$ cat src/rtl/csa_mul_sequencer_pkg.sv
// Shared multiply/divide unit definitions: multiplier FSM encoding and the
// iteration counter width helper.
package mdu_pkg;

    typedef logic [1:0] mul_state_t;

    localparam mul_state_t IDLE    = 2'd0;
    localparam mul_state_t ACCUM   = 2'd1;
    localparam mul_state_t RESOLVE = 2'd2;
    localparam mul_state_t DONE    = 2'd3;

    function automatic int cnt_width(input int w);
        return (w <= 1) ? 1 : $clog2(w);
    endfunction

endpackage

$ cat src/rtl/csa_mul_sequencer_if.sv
// Operand issue / result writeback handshake bundle for the sequential multiplier.
interface csa_mul_sequencer_if #(
    parameter int WIDTH = 32
);
    logic                 in_valid;
    logic                 in_ready;
    logic [WIDTH-1:0]     multiplicand;
    logic [WIDTH-1:0]     multiplier;
    logic                 abort;
    logic                 out_valid;
    logic                 out_ready;
    logic [2*WIDTH-1:0]   product;
    logic                 busy;

    modport master (
        output in_valid, multiplicand, multiplier, abort, out_ready,
        input  in_ready, out_valid, product, busy
    );

    modport slave (
        input  in_valid, multiplicand, multiplier, abort, out_ready,
        output in_ready, out_valid, product, busy
    );
endinterface

$ cat src/rtl/csa_mul_sequencer_csa.sv
// Bitwise 3:2 carry-save adder; carry_o carries twice the weight of sum_o.
module carrySaveAdder #(
    parameter int width = 32
) (
    input  logic [width-1:0] a_i,
    input  logic [width-1:0] b_i,
    input  logic [width-1:0] c_i,
    output logic [width-1:0] sum_o,
    output logic [width-1:0] carry_o
);
    assign sum_o   = a_i ^ b_i ^ c_i;
    assign carry_o = (a_i & b_i) | (a_i & c_i) | (b_i & c_i);
endmodule

$ cat src/rtl/csa_mul_sequencer.sv
// Sequential unsigned multiplier: one multiplier bit per cycle into a carry-save
// accumulator, upper half resolved by a single carry-propagate add.
module csa_mul_sequencer #(
    parameter int WIDTH = 32
) (
    input  logic                clk,
    input  logic                rst,
    csa_mul_sequencer_if.slave  bus
);
    import mdu_pkg::*;

    localparam int CNT_W = cnt_width(WIDTH);
    localparam logic [CNT_W-1:0] CNT_LAST = CNT_W'(WIDTH - 1);

    mul_state_t         state_q, state_d;
    logic [WIDTH-1:0]   a_q, a_d;
    logic [WIDTH-1:0]   b_q, b_d;
    logic [WIDTH-1:0]   s_q, s_d;
    logic [WIDTH-1:0]   c_q, c_d;
    logic [WIDTH-1:0]   low_q, low_d;
    logic [CNT_W-1:0]   cnt_q, cnt_d;
    logic [2*WIDTH-1:0] product_q, product_d;

    logic [WIDTH-1:0]   pp;
    logic [WIDTH-1:0]   csa_s;
    logic [WIDTH-1:0]   csa_c;
    logic [WIDTH:0]     high_sum;
    logic               unused_resolve_cout;

    assign pp = b_q[0] ? a_q : '0;

    carrySaveAdder #(
        .width (WIDTH)
    ) u_csa (
        .a_i     (s_q),
        .b_i     (c_q),
        .c_i     (pp),
        .sum_o   (csa_s),
        .carry_o (csa_c)
    );

    // S and C are kept at equal weight, so the upper half is their plain sum.
    assign high_sum            = {1'b0, s_q} + {1'b0, c_q};
    assign unused_resolve_cout = high_sum[WIDTH];

    always_comb begin
        state_d   = state_q;
        a_d       = a_q;
        b_d       = b_q;
        s_d       = s_q;
        c_d       = c_q;
        low_d     = low_q;
        cnt_d     = cnt_q;
        product_d = product_q;
        case (state_q)
            IDLE: begin
                if (bus.in_valid) begin
                    a_d     = bus.multiplicand;
                    b_d     = bus.multiplier;
                    s_d     = '0;
                    c_d     = '0;
                    low_d   = '0;
                    cnt_d   = '0;
                    state_d = ACCUM;
                end
            end
            ACCUM: begin
                if (bus.abort) begin
                    state_d = IDLE;
                end else begin
                    // Retire s'[0] into the low half; c' already sits one bit up.
                    s_d   = {1'b0, csa_s[WIDTH-1:1]};
                    c_d   = csa_c;
                    low_d = {csa_s[0], low_q[WIDTH-1:1]};
                    b_d   = b_q >> 1;
                    if (cnt_q == CNT_LAST) begin
                        state_d = RESOLVE;
                    end else begin
                        cnt_d = cnt_q + CNT_W'(1);
                    end
                end
            end
            RESOLVE: begin
                if (bus.abort) begin
                    state_d = IDLE;
                end else begin
                    product_d = {high_sum[WIDTH-1:0], low_q};
                    state_d   = DONE;
                end
            end
            DONE: begin
                if (bus.out_ready) begin
                    state_d = IDLE;
                end
            end
            default: state_d = IDLE;
        endcase
    end

    always_ff @(posedge clk) begin
        if (rst) begin
            state_q   <= IDLE;
            a_q       <= '0;
            b_q       <= '0;
            s_q       <= '0;
            c_q       <= '0;
            low_q     <= '0;
            cnt_q     <= '0;
            product_q <= '0;
        end else begin
            state_q   <= state_d;
            a_q       <= a_d;
            b_q       <= b_d;
            s_q       <= s_d;
            c_q       <= c_d;
            low_q     <= low_d;
            cnt_q     <= cnt_d;
            product_q <= product_d;
        end
    end

    assign bus.in_ready  = (state_q == IDLE);
    assign bus.out_valid = (state_q == DONE);
    assign bus.busy      = (state_q == ACCUM) || (state_q == RESOLVE);
    assign bus.product   = product_q;

endmodule

$ cat src/flat_wrapper.sv
// flat-port wrapper written by rule: the top's interface ports become plain ports
module csa_mul_sequencer_flat import mdu_pkg::*;
#(
    parameter int WIDTH = 32
)
  (clk, rst, bus_in_valid, bus_multiplicand, bus_multiplier, bus_abort, bus_out_ready, bus_in_ready, bus_out_valid, bus_product, bus_busy);
  csa_mul_sequencer_if #(.WIDTH(WIDTH)) bus_i ();
  input  logic clk;
  input  logic rst;
  input wire logic [$bits(bus_i.in_valid)-1:0] bus_in_valid;
  input wire logic [$bits(bus_i.multiplicand)-1:0] bus_multiplicand;
  input wire logic [$bits(bus_i.multiplier)-1:0] bus_multiplier;
  input wire logic [$bits(bus_i.abort)-1:0] bus_abort;
  input wire logic [$bits(bus_i.out_ready)-1:0] bus_out_ready;
  output wire logic [$bits(bus_i.in_ready)-1:0] bus_in_ready;
  output wire logic [$bits(bus_i.out_valid)-1:0] bus_out_valid;
  output wire logic [$bits(bus_i.product)-1:0] bus_product;
  output wire logic [$bits(bus_i.busy)-1:0] bus_busy;
  assign bus_i.in_valid = bus_in_valid;
  assign bus_i.multiplicand = bus_multiplicand;
  assign bus_i.multiplier = bus_multiplier;
  assign bus_i.abort = bus_abort;
  assign bus_i.out_ready = bus_out_ready;
  assign bus_in_ready = bus_i.in_ready;
  assign bus_out_valid = bus_i.out_valid;
  assign bus_product = bus_i.product;
  assign bus_busy = bus_i.busy;
  csa_mul_sequencer #(.WIDTH(WIDTH)) u_core (.clk(clk), .rst(rst), .bus(bus_i));
endmodule
$ cat config.mk
export PLATFORM = sky130hd
export DESIGN_NAME = csa_mul_sequencer_flat
export DESIGN_NICKNAME = d
export VERILOG_FILES = /design/src/rtl/csa_mul_sequencer_pkg.sv /design/src/rtl/csa_mul_sequencer_if.sv /design/src/rtl/csa_mul_sequencer_csa.sv /design/src/rtl/csa_mul_sequencer.sv /design/src/flat_wrapper.sv
export SDC_FILE = /design/constraint.sdc
export NUM_CORES = 1
export LEC_CHECK = 0
export BUFFER_PORTS_ARGS = -buffer_cell sky130_fd_sc_hd__clkbuf_2
export CAP_MARGIN = 10
export CORE_MARGIN = 2
export CORE_UTILIZATION = 57
export DETAILED_ROUTE_END_ITERATION = 8
export PLACE_DENSITY_LB_ADDON = 0.08
export RECOVER_POWER = 50
export SYNTH_ARGS = -nofsm -noshare
export SYNTH_HDL_FRONTEND = slang
export SYNTH_HIERARCHICAL = 1
export SYNTH_SLANG_ARGS = --single-unit
$ cat constraint.sdc
create_clock -name clk -period 4.28 [get_ports clk]
set_input_delay 0.214 -clock clk [delete_from_list [all_inputs] [get_ports clk]]
set_output_delay 0.214 -clock clk [all_outputs]
set_load 0.1 [all_outputs]
==> results.sh, run 1 <==
export IMPL_reg2reg_from="u_core/s_q[0]"
export IMPL_synth_top_family_by_area="simple AND/OR/NAND/NOR gates"
export IMPL_synth_area_um2=11030
export IMPL_postRouteAntennaNets=0
export IMPL_grt_overflow_total=0
export IMPL_avgSynthCellArea_um2=8.247
export IMPL_slowest_stage="fa_1"
export IMPL_cts_root_buf="clkbuf_16"
export IMPL_synth_xor_area_share_pct=1.587
export IMPL_min_to="u_core/b_q[26]"
export IMPL_worstPathCellList="ha_1 > fa_1 > a21oi_1 > o211ai_1 > nand2_1 > o211ai_2 > o2111ai_2 > o2111a_1 > nor4_1 > or3b_1"
export IMPL_synthSimpleGateAreaFrac_pct=22.01
export IMPL_post_cts_setup_buffers=0
export IMPL_grt_pass1_wl_um=43330
export IMPL_nets=1583
export IMPL_critPathRequiredTime_ps=4670
export IMPL_synth_cells=1338
export IMPL_seq_power_share_pct=45.4
export IMPL_clkPwrFrac_pct=41.5
export IMPL_cellInternalPower_mw=3.651
export IMPL_power_density_nw_per_um2=396.1
export IMPL_final_setup_viol_count=0
export IMPL_cts_sinks=230
export IMPL_clk_latency_ps=520
export IMPL_grt_pass1_vias=8873
export IMPL_hold_violations=0
export IMPL_areaGrowthSynthToFinish_pct=15.68
export IMPL_p_leak_nw=5.003
export IMPL_drc=0
export IMPL_timing_rr_end="u_core/bus.product[62]"
export IMPL_tns_ps=0
export IMPL_synth_area_leaders="dfxtp_1, nand2_1, a21oi_1"
export IMPL_io_buffers=135
export IMPL_synth_common_cells="nand2_1, dfxtp_1, a21oi_1, nand3_1, clkbuf_1"
export IMPL_fin_skew_ps=9.413
export IMPL_dp_hpwl_um=16750
export IMPL_yosysTopAreaCell="dfxtp_1"
export IMPL_rsz0062_at_grt="no"
export IMPL_slowest_delay_ps=410
export IMPL_htree_levels=1
export IMPL_worst_pin_slew_ps=1638
export IMPL_initial_core_util_pct=58.60
export IMPL_finalCriticalPeriod_ps=2932
export IMPL_wl_per_cell_um=15.39
export IMPL_r2r_cells=10
export IMPL_synthArstFlopShare_pct=0
export IMPL_cp_data_arrival_time_ps=3330
export IMPL_yosysMostFrequentCell="nand2_1"
export IMPL_postLayoutCoreUtil_pct=67.79
export IMPL_drv_cap=2
export IMPL_cts_tree="built"
export IMPL_path_class="reg2reg"
export IMPL_ctsResizeCount=0
export IMPL_max_slew_margin_pct=-9.176
export IMPL_ys_flop_type="dfxtp_1"
export IMPL_synth_top_area_share_pct=41.73
export IMPL_min_path_cells=3
export IMPL_dpl_cell_area_um2=11720
export IMPL_clock_fmax_mhz=341.1
export IMPL_cp_max_fo=5
export IMPL_hold_start="bus_multiplier[26]"
export IMPL_synth_fa_ha_area_share_pct=10.18
export IMPL_antenna_found_initial=0
export IMPL_die_area_um2=20490
export IMPL_first_iter_violations=751
export IMPL_num_rows=50
export IMPL_cp_startpoint="u_core/s_q[0]"
export IMPL_chipHeight_um=143.1
export IMPL_start_kind="flip-flop"
export IMPL_switching_power_mw=1.404
export IMPL_outcome="complete, but fails checks"
export IMPL_top_level_ports=136
export IMPL_yosys_warnings=6
export IMPL_use_met3_pct=3.421
export IMPL_clk_pin_slew_ps=60
export IMPL_via_per_inst=5.574
export IMPL_cts_hold_buf=34
export IMPL_r2r_setup_slack_ps=1350
export IMPL_ir_drop_mv=0.3111
export IMPL_synth_edf_count=0
export IMPL_synth_seq_cells=230
export IMPL_period_share_pct=68.50
export IMPL_synth_distinct_cells=61
export IMPL_fillers=1614
export IMPL_drv_slew=69
export IMPL_numCtsBuffers=25
export IMPL_top_usage_layer="met2"
export IMPL_synth_mux_area_share_pct=2.812
export IMPL_grt_util_met2_pct=41.73
export IMPL_cp_top_family="compound AO/OA/AOI/OAI gates"
export IMPL_syn_nets=1477
export IMPL_firstDrtPassIters=5
export IMPL_grtUsageMet1_pct=35.54
export IMPL_synth_yosys_seq_area_share_pct=41.73
export IMPL_worstSetupEndpointType="flip-flop"
export IMPL_groute_usage_overall_pct=25.32
export IMPL_hp_class="in2reg"
export IMPL_antenna_cells=0
export IMPL_violations="max-capacitance violations, max-slew violations"
export IMPL_fin_area_um2=12760
export IMPL_clk_path_buf_depth=3
export IMPL_switching_share_pct=27.78
export IMPL_grt_max_degree=129
export IMPL_wl_um=26500
export IMPL_die_w_um=143.1
export IMPL_synth_compound_area_share_pct=17.19
export IMPL_pwr_share_comb_pct=13.2
export IMPL_critPathBufInv=0
export IMPL_core_area_um2=18830
export IMPL_gp_congestion=0.8570
export IMPL_vias=9598
export IMPL_drive_gt1_share_pct=9.097
cells by family after synthesis:
family / count (synthesis)
AND/OR/NAND/NOR: 544
AO/OA/AOI/OAI: 327
flip-flops: 230
buffers and inverters: 115
adder cells (fa/ha/maj): 70
multiplexers: 31
XOR/XNOR: 20
other: 1
cells in the final DEF, fill, tap and decap left out, drive strengths merged, types with 34 or more instances in the layout:
master,Yosys,routed
and2,39,39
nand2,292,292
dfxtp,230,230
a21oi,218,218
ha,37,37
nand3,117,117
nor2,50,50
a211oi,34,34
clkbuf,83,168
dlygate4sd3,0,34
power by group through the flow:
| stage | clock [mW] | combinational (mW) | sequential, mW |
|---|---|---|---|
| after global routing | 2.22 | 0.737 | 2.31 |
| final | 2.10 | 0.665 | 2.29 |
| after global placement | 0 | 0.633 | 2.34 |
| after detailed placement | 0 | 0.640 | 2.34 |
| after CTS | 2.13 | 0.668 | 2.29 |
| after floorplan | 0 | 0.504 | 2.31 |
area by class of cell:
| cell class | instances | area [um^2] | share of cell area (%) |
|---|---|---|---|
| clock buffers | 33 | 705.7 | 5.528 |
| clock inverters | 12 | 100.1 | 0.7842 |
| inverters | 13 | 48.80 | 0.3823 |
| multi-input cells | 993 | 5956 | 46.66 |
| flip-flops and latches | 230 | 4604 | 36.07 |
| well taps | 260 | 325.3 | 2.549 |
| repair buffers | 181 | 1025 | 8.028 |
how the worst max path moves through the flow:
stage / end / slack, ps / cells past startpoint
2_1_floorplan: u_core/c_q[12] / 1600 / 10
3_5_place_dp: u_core/bus.product[62] / 1440 / 10
4_1_cts: u_core/bus.product[62] / 1390 / 10
5_1_grt: u_core/bus.product[61] / 1160 / 7
3_3_place_gp: u_core/bus.product[62] / 1500 / 10
6_report: u_core/bus.product[62] / 1350 / 10
worst reg2reg max path, delay by kind of cell (launching register included):
| kind | cells | cell delay, ps |
|---|---|---|
| compound gates | 5 | 1240 |
| fa+ha+maj | 2 | 640 |
| simple gates | 3 | 570 |
| flops | 1 | 340 |
state kept, by name, summed over array words and instances (netlist names):
| name | cells |
|---|---|
| u_core/state_q | 2 |
| u_core/bus.product | 64 |
| u_core/low_q | 32 |
| u_core/s_q | 31 |
| u_core/b_q | 32 |
| u_core/c_q | 32 |
| u_core/cnt_q | 5 |
| u_core/a_q | 32 |
per-layer routing:
layer | wire [um] | up-vias
met5 | 0 | -
met4 | 469 | 0
met3 | 1099 | 34
met2 | 12710 | 223
met1 | 12220 | 4531
li1 | - | 4810
metrics by stage:
| step | setup slack (ps) | hold WS [ps] | cells | total power, mW |
|---|---|---|---|---|
| final | 1348 | 15.25 | 1722 | 5.055 |
| after global routing | 1160 | 8.398 | 1722 | 5.262 |
| after CTS | 1392 | 0.9484 | 1722 | 5.093 |
| after detailed placement | 1441 | 443.2 | 1643 | 2.980 |
| after global placement | 1502 | 438.6 | 1643 | 2.971 |
| after floorplan | 1602 | 350.0 | 1338 | 2.818 |
(Power assumes the default switching activity.)
==> run 2: changes to the inputs <==
==> constraint.sdc (replaced) <==
create_clock -name clk -period 2.8 [get_ports clk]
set_input_delay 0.14 -clock clk [delete_from_list [all_inputs] [get_ports clk]]
set_output_delay 0.14 -clock clk [all_outputs]
set_load 0.1 [all_outputs]
==> results.sh, run 2 (synthesized netlist as in run 1, its figures left out) <==
export IMPL_outcome="complete, but fails checks"
export IMPL_violations="negative hold slack"
export IMPL_nets=1620
export IMPL_layout_commonest_cell="nand2_1"
export IMPL_worstSetupEndpointType="flip-flop"
export IMPL_cp_startpoint="u_core/s_q[0]"
export IMPL_dp_slack_ps=91.24
export IMPL_worstPathCellList="ha_1 > fa_1 > a21oi_2 > o211ai_1 > nand2_1 > o211ai_2 > o2111ai_2 > o2111a_1 > nor4_1 > or3b_1"
export IMPL_postLayoutCoreUtil_pct=69.87
export IMPL_start_kind="flip-flop"
export IMPL_total_power_mw=7.803
export IMPL_worst_slack_ps=157.4
export IMPL_gp_congestion=0.8809
export IMPL_ir_drop_mv=0.4648
export IMPL_areaGrowthSynthToFinish_pct=19.23
export IMPL_cts_sinks=230
export IMPL_fin_skew_ps=13.80
export IMPL_final_cell_count_no_fill=1755
export IMPL_final_setup_viol_count=0
export IMPL_r2r_setup_slack_ps=160
export IMPL_post_cts_setup_buffers=0
export IMPL_clk_path_buf_depth=3
export IMPL_antenna_cells=0
export IMPL_num_rows=50
export IMPL_slowest_stage="fa_1"
export IMPL_vias=9723
export IMPL_p_leak_nw=5.172
export IMPL_max_slew_margin_pct=16.99
export IMPL_first_iter_violations=719
export IMPL_drive_gt1_share_pct=8.963
export IMPL_grt_pass1_wl_um=43900
export IMPL_worstSetupPathDepth=10
export IMPL_worst_pin_slew_ps=1251
export IMPL_antenna_found_initial=0
export IMPL_fin_hold_ws_ps=-0.2116
export IMPL_hp_class="in2reg"
export IMPL_tns_ps=0
export IMPL_groute_usage_overall_pct=25.92
export IMPL_cp_max_fo=3
export IMPL_clock_fmax_mhz=378.4
export IMPL_mostFrequentLayoutCells="nand2_1, dfxtp_1, a21oi_1"
export IMPL_firstDrtPassIters=5
export IMPL_numCtsBuffers=25
export IMPL_io_buffers=135
export IMPL_clk_pin_slew_ps=60
export IMPL_timing_rr_end="u_core/bus.product[62]"
export IMPL_cts_root_buf="clkbuf_16"
export IMPL_reg2reg_from="u_core/s_q[0]"
export IMPL_via_per_inst=5.540
export IMPL_drv_slew=0
export IMPL_grt_max_degree=185
export IMPL_clk_latency_ps=520
export IMPL_min_path_cells=3
export IMPL_wl_per_cell_um=15.48
export IMPL_period_share_pct=94.38
export IMPL_postRouteAntennaNets=0
export IMPL_die_w_um=143.1
export IMPL_die_area_um2=20490
export IMPL_r2r_cells=10
export IMPL_initial_core_util_pct=58.60
export IMPL_cts_tree="built"
export IMPL_path_class="reg2reg"
export IMPL_largest_reg_flops=64
export IMPL_dp_cells=1650
export IMPL_hold_violations=1
export IMPL_cp_top_family="compound AO/OA/AOI/OAI gates"
export IMPL_finalCriticalPeriod_ps=2643
export IMPL_wl_um=27170
export IMPL_cp_data_arrival_time_ps=3040
export IMPL_dp_hpwl_um=16680
export IMPL_drv_cap=0
export IMPL_cp_endpoint="u_core/bus.product[62]"
export IMPL_rsz0062_at_grt="no"
export IMPL_chipHeight_um=143.1
export IMPL_power_density_nw_per_um2=593.1
export IMPL_critPathBufInv=0
export IMPL_slowest_delay_ps=420
export IMPL_htree_levels=1
export IMPL_critPathRequiredTime_ps=3200
export IMPL_grt_overflow_total=0
export IMPL_top_level_ports=136
export IMPL_grt_pass1_vias=9180
export IMPL_drc=0
export IMPL_core_area_um2=18830
==> run 2: how the worst min path moves through the flow <==
| stage | startpoint | slack [ps] | end |
|---|---|---|---|
| 2_1_floorplan | bus_multiplicand[0] | 280 | u_core/a_q[0] |
| 3_3_place_gp | bus_multiplicand[17] | 370 | u_core/a_q[17] |
| 3_5_place_dp | bus_multiplicand[12] | 370 | u_core/a_q[12] |
| 4_1_cts | bus_multiplier[0] | 1 | u_core/b_q[0] |
| 5_1_grt | bus_multiplier[0] | 10 | u_core/b_q[0] |
| 6_report | bus_multiplier[0] | -0.2 | u_core/b_q[0] |
==> run 2: area by class of cell <==
| cell class | count | area, um^2 |
|---|---|---|
| clock buffer | 36 | 737.0 |
| clock inverter | 5 | 50.05 |
| fill | 1543 | 5674 |
| inverter | 13 | 48.80 |
| multi-input combinational | 993 | 5962 |
| sequential | 230 | 4604 |
| tap | 260 | 325.3 |
| timing repair buffer | 218 | 1429 |
==> run 2: tightest hold or removal path, stage by stage <==
cell	delay, ps
clkbuf_2	80
mux2i_1	150
a211oi_1	90
==> run 2: what timing repair did <==
action / in CTS / in global routing
hold buffers: 64 / 0
endpoints found under the hold margin: 85 / 0
resized for setup: 0 / 1
setup endpoints to repair: 0 / 2
==> run 2: where the power goes <==
| group | switching, mW | leakage, nW | total (mW) | internal [mW] |
|---|---|---|---|---|
| Combinational | 0.759 | 2.91 | 1.13 | 0.367 |
| Clock | 1.28 | 0.393 | 3.18 | 1.90 |
| Sequential | 0.0872 | 1.86 | 3.50 | 3.41 |
| Total | 2.13 | 5.17 | 7.80 | 5.68 |
==> run 2: through the flow <==
stage / area, um^2 / hold WS, ps
3_5_place_dp: 11830 / 370.0
3_3_place_gp: 11830 / 365.5
6_report: 13160 / -0.2116
5_1_grt: 13160 / 10.62
4_1_cts: 13260 / 0.9692
2_1_floorplan: 11030 / 276.0
==> run 2: routing by layer <==
metal | vias up | wire length [um] | GRT usage [%]
met4 | 0 | 643 | 7.660
met5 | - | 0 | 0
li1 | 4886 | - | -
met3 | 52 | 1014 | 3.219
met2 | 196 | 13190 | 44.17
met1 | 4589 | 12320 | 34.55
==> run 3: changes to the inputs <==
--- a/config.mk
+++ b/config.mk
@@ -9,9 +9,12 @@
 export CAP_MARGIN = 10
 export CORE_MARGIN = 2
 export CORE_UTILIZATION = 57
+export CTS_CLUSTER_SIZE = 16
 export DETAILED_ROUTE_END_ITERATION = 8
+export GPL_TIMING_DRIVEN = 0
 export PLACE_DENSITY_LB_ADDON = 0.08
 export RECOVER_POWER = 50
+export REMOVE_ABC_BUFFERS = 1
 export SYNTH_ARGS = -nofsm -noshare
 export SYNTH_HDL_FRONTEND = slang
 export SYNTH_HIERARCHICAL = 1
==> results.sh, run 3 (synthesized netlist as in run 1, its figures left out) <==
export IMPL_fin_hold_ws_ps=103.7
export IMPL_gp_congestion=0.8781
export IMPL_cts_root_buf="clkbuf_16"
export IMPL_fin_area_um2=13280
export IMPL_vias=9589
export IMPL_fin_skew_ps=9.112
export IMPL_hp_class="in2reg"
export IMPL_final_cell_count_no_fill=1751
export IMPL_postRouteAntennaNets=0
export IMPL_cts_sinks=230
export IMPL_areaGrowthSynthToFinish_pct=20.38
export IMPL_switching_share_pct=27.12
export IMPL_mostFrequentLayoutCells="nand2_1, dfxtp_1, a21oi_1"
export IMPL_pwr_share_comb_pct=14.5
export IMPL_tns_ps=0
export IMPL_drive_gt1_share_pct=9.323
export IMPL_cts_tree="built"
export IMPL_grt_overflow_total=0
export IMPL_outcome="complete, but fails checks"
export IMPL_ir_drop_mv=0.5894
export IMPL_worstSetupEndpointType="flip-flop"
export IMPL_groute_usage_overall_pct=25.46
export IMPL_largest_reg_flops=64
export IMPL_p_leak_nw=5.206
export IMPL_io_buffers=135
export IMPL_clk_path_buf_depth=3
export IMPL_firstDrtPassIters=5
export IMPL_first_iter_violations=418
export IMPL_power_density_nw_per_um2=607.0
export IMPL_path_class="reg2reg"
export IMPL_drv_cap=1
export IMPL_cellInternalPower_mw=5.876
export IMPL_critPathRequiredTime_ps=3180
export IMPL_seq_power_share_pct=43.6
export IMPL_dp_cells=1639
export IMPL_cp_data_arrival_time_ps=3030
export IMPL_layout_commonest_cell="nand2_1"
export IMPL_hold_violations=0
export IMPL_grt_max_degree=141
export IMPL_top_level_ports=136
export IMPL_die_w_um=143.1
export IMPL_switching_power_mw=2.186
export IMPL_drc=0
export IMPL_antenna_found_initial=0
export IMPL_dp_hpwl_um=15450
export IMPL_finalCriticalPeriod_ps=2654
export IMPL_clk_latency_ps=510
export IMPL_final_setup_viol_count=0
export IMPL_clock_fmax_mhz=376.7
export IMPL_num_rows=50
export IMPL_clk_pin_slew_ps=60
export IMPL_initial_core_util_pct=58.60
export IMPL_htree_levels=1
export IMPL_grt_pass1_vias=8978
export IMPL_clkPwrFrac_pct=42.0
export IMPL_wl_um=25930
export IMPL_grt_pass1_wl_um=43370
export IMPL_die_area_um2=20490
export IMPL_max_slew_margin_pct=-2.994
export IMPL_start_kind="flip-flop"
export IMPL_cp_max_fo=6
export IMPL_worst_pin_slew_ps=1545
export IMPL_drv_slew=72
export IMPL_core_area_um2=18830
export IMPL_via_per_inst=5.476
export IMPL_wl_per_cell_um=14.81
export IMPL_numCtsBuffers=25
export IMPL_dpl_cell_area_um2=11840
export IMPL_antenna_cells=0
export IMPL_chipHeight_um=143.1
export IMPL_period_share_pct=94.80
export IMPL_nets=1613
export IMPL_violations="max-capacitance violations, max-slew violations"
[run 3: routing by layer]
| metal | vias up | global-route usage [%] | part of all wire [%] |
|---|---|---|---|
| met4 | 0 | 7.348 | 2.3 |
| li1 | 4875 | - | - |
| met1 | 4464 | 34.37 | 46 |
| met3 | 44 | 2.918 | 4.1 |
| met5 | - | 0 | 0 |
| met2 | 206 | 43.11 | 48 |
[run 3: critical path, stage by stage (launching register included)]
cell       delay [ps]
dfxtp_1           340
ha_1              380
and4_1            260
and4_1            200
a31oi_1           320
a21boi_1          140
o211ai_1          340
a311oi_1          190
o2111ai_1         220
o311ai_1          130
[run 3: final cells by class]
type,instances,area (um^2)
Tap cell,260,325.3
Sequential cell,230,4604
Clock buffer,35,723.2
Timing Repair Buffer,209,1439
Inverter,13,48.80
Clock inverter,9,127.6
Multi-Input combinational cell,995,6015
Fill cell,1535,5548
[run 3: path summary, 6_finish.rpt]
check | slack (ps) | cells after the start | to | from
max | 150 | 9 | u_core/bus.product[57] | u_core/s_q[7]
min | 100 | 3 | u_core/state_q[0] | bus_out_ready
max reg2reg | 150 | 9 | u_core/bus.product[57] | u_core/s_q[7]
min reg2reg | 450 | 2 | u_core/bus.product[46] | u_core/bus.product[46]
[run 3: timing repair]
item / in CTS / in global routing
gates cloned: 2 / 0
gates resized for setup: 3 / 6
setup buffers: 1 / 1
hold buffers: 64 / 0
endpoints found under the setup margin: 71 / 31
pin swaps: 2 / 5
hold endpoints to repair: 64 / 0
[run 3: power by group through the flow]
stage	sequential (mW)	clock (mW)	combinational (mW)
5_1_grt	3.53	3.58	1.28
4_1_cts	3.51	3.44	1.15
6_report	3.51	3.38	1.17
2_1_floorplan	3.55	0	0.676
3_3_place_gp	3.58	0	1.00
3_5_place_dp	3.58	0	1.05
[run 3: metrics by stage]
step / worst slack [ps] / util (%) / power (mW)
final: 145.6 / 70.54 / 8.063
after global routing: -13.26 / 70.54 / 8.391
after CTS: 4.884 / 70.98 / 8.107
after detailed placement: -255.4 / 62.90 / 4.629
after global placement: -7690 / 61.56 / 4.579
after floorplan: -4235 / - / 4.224
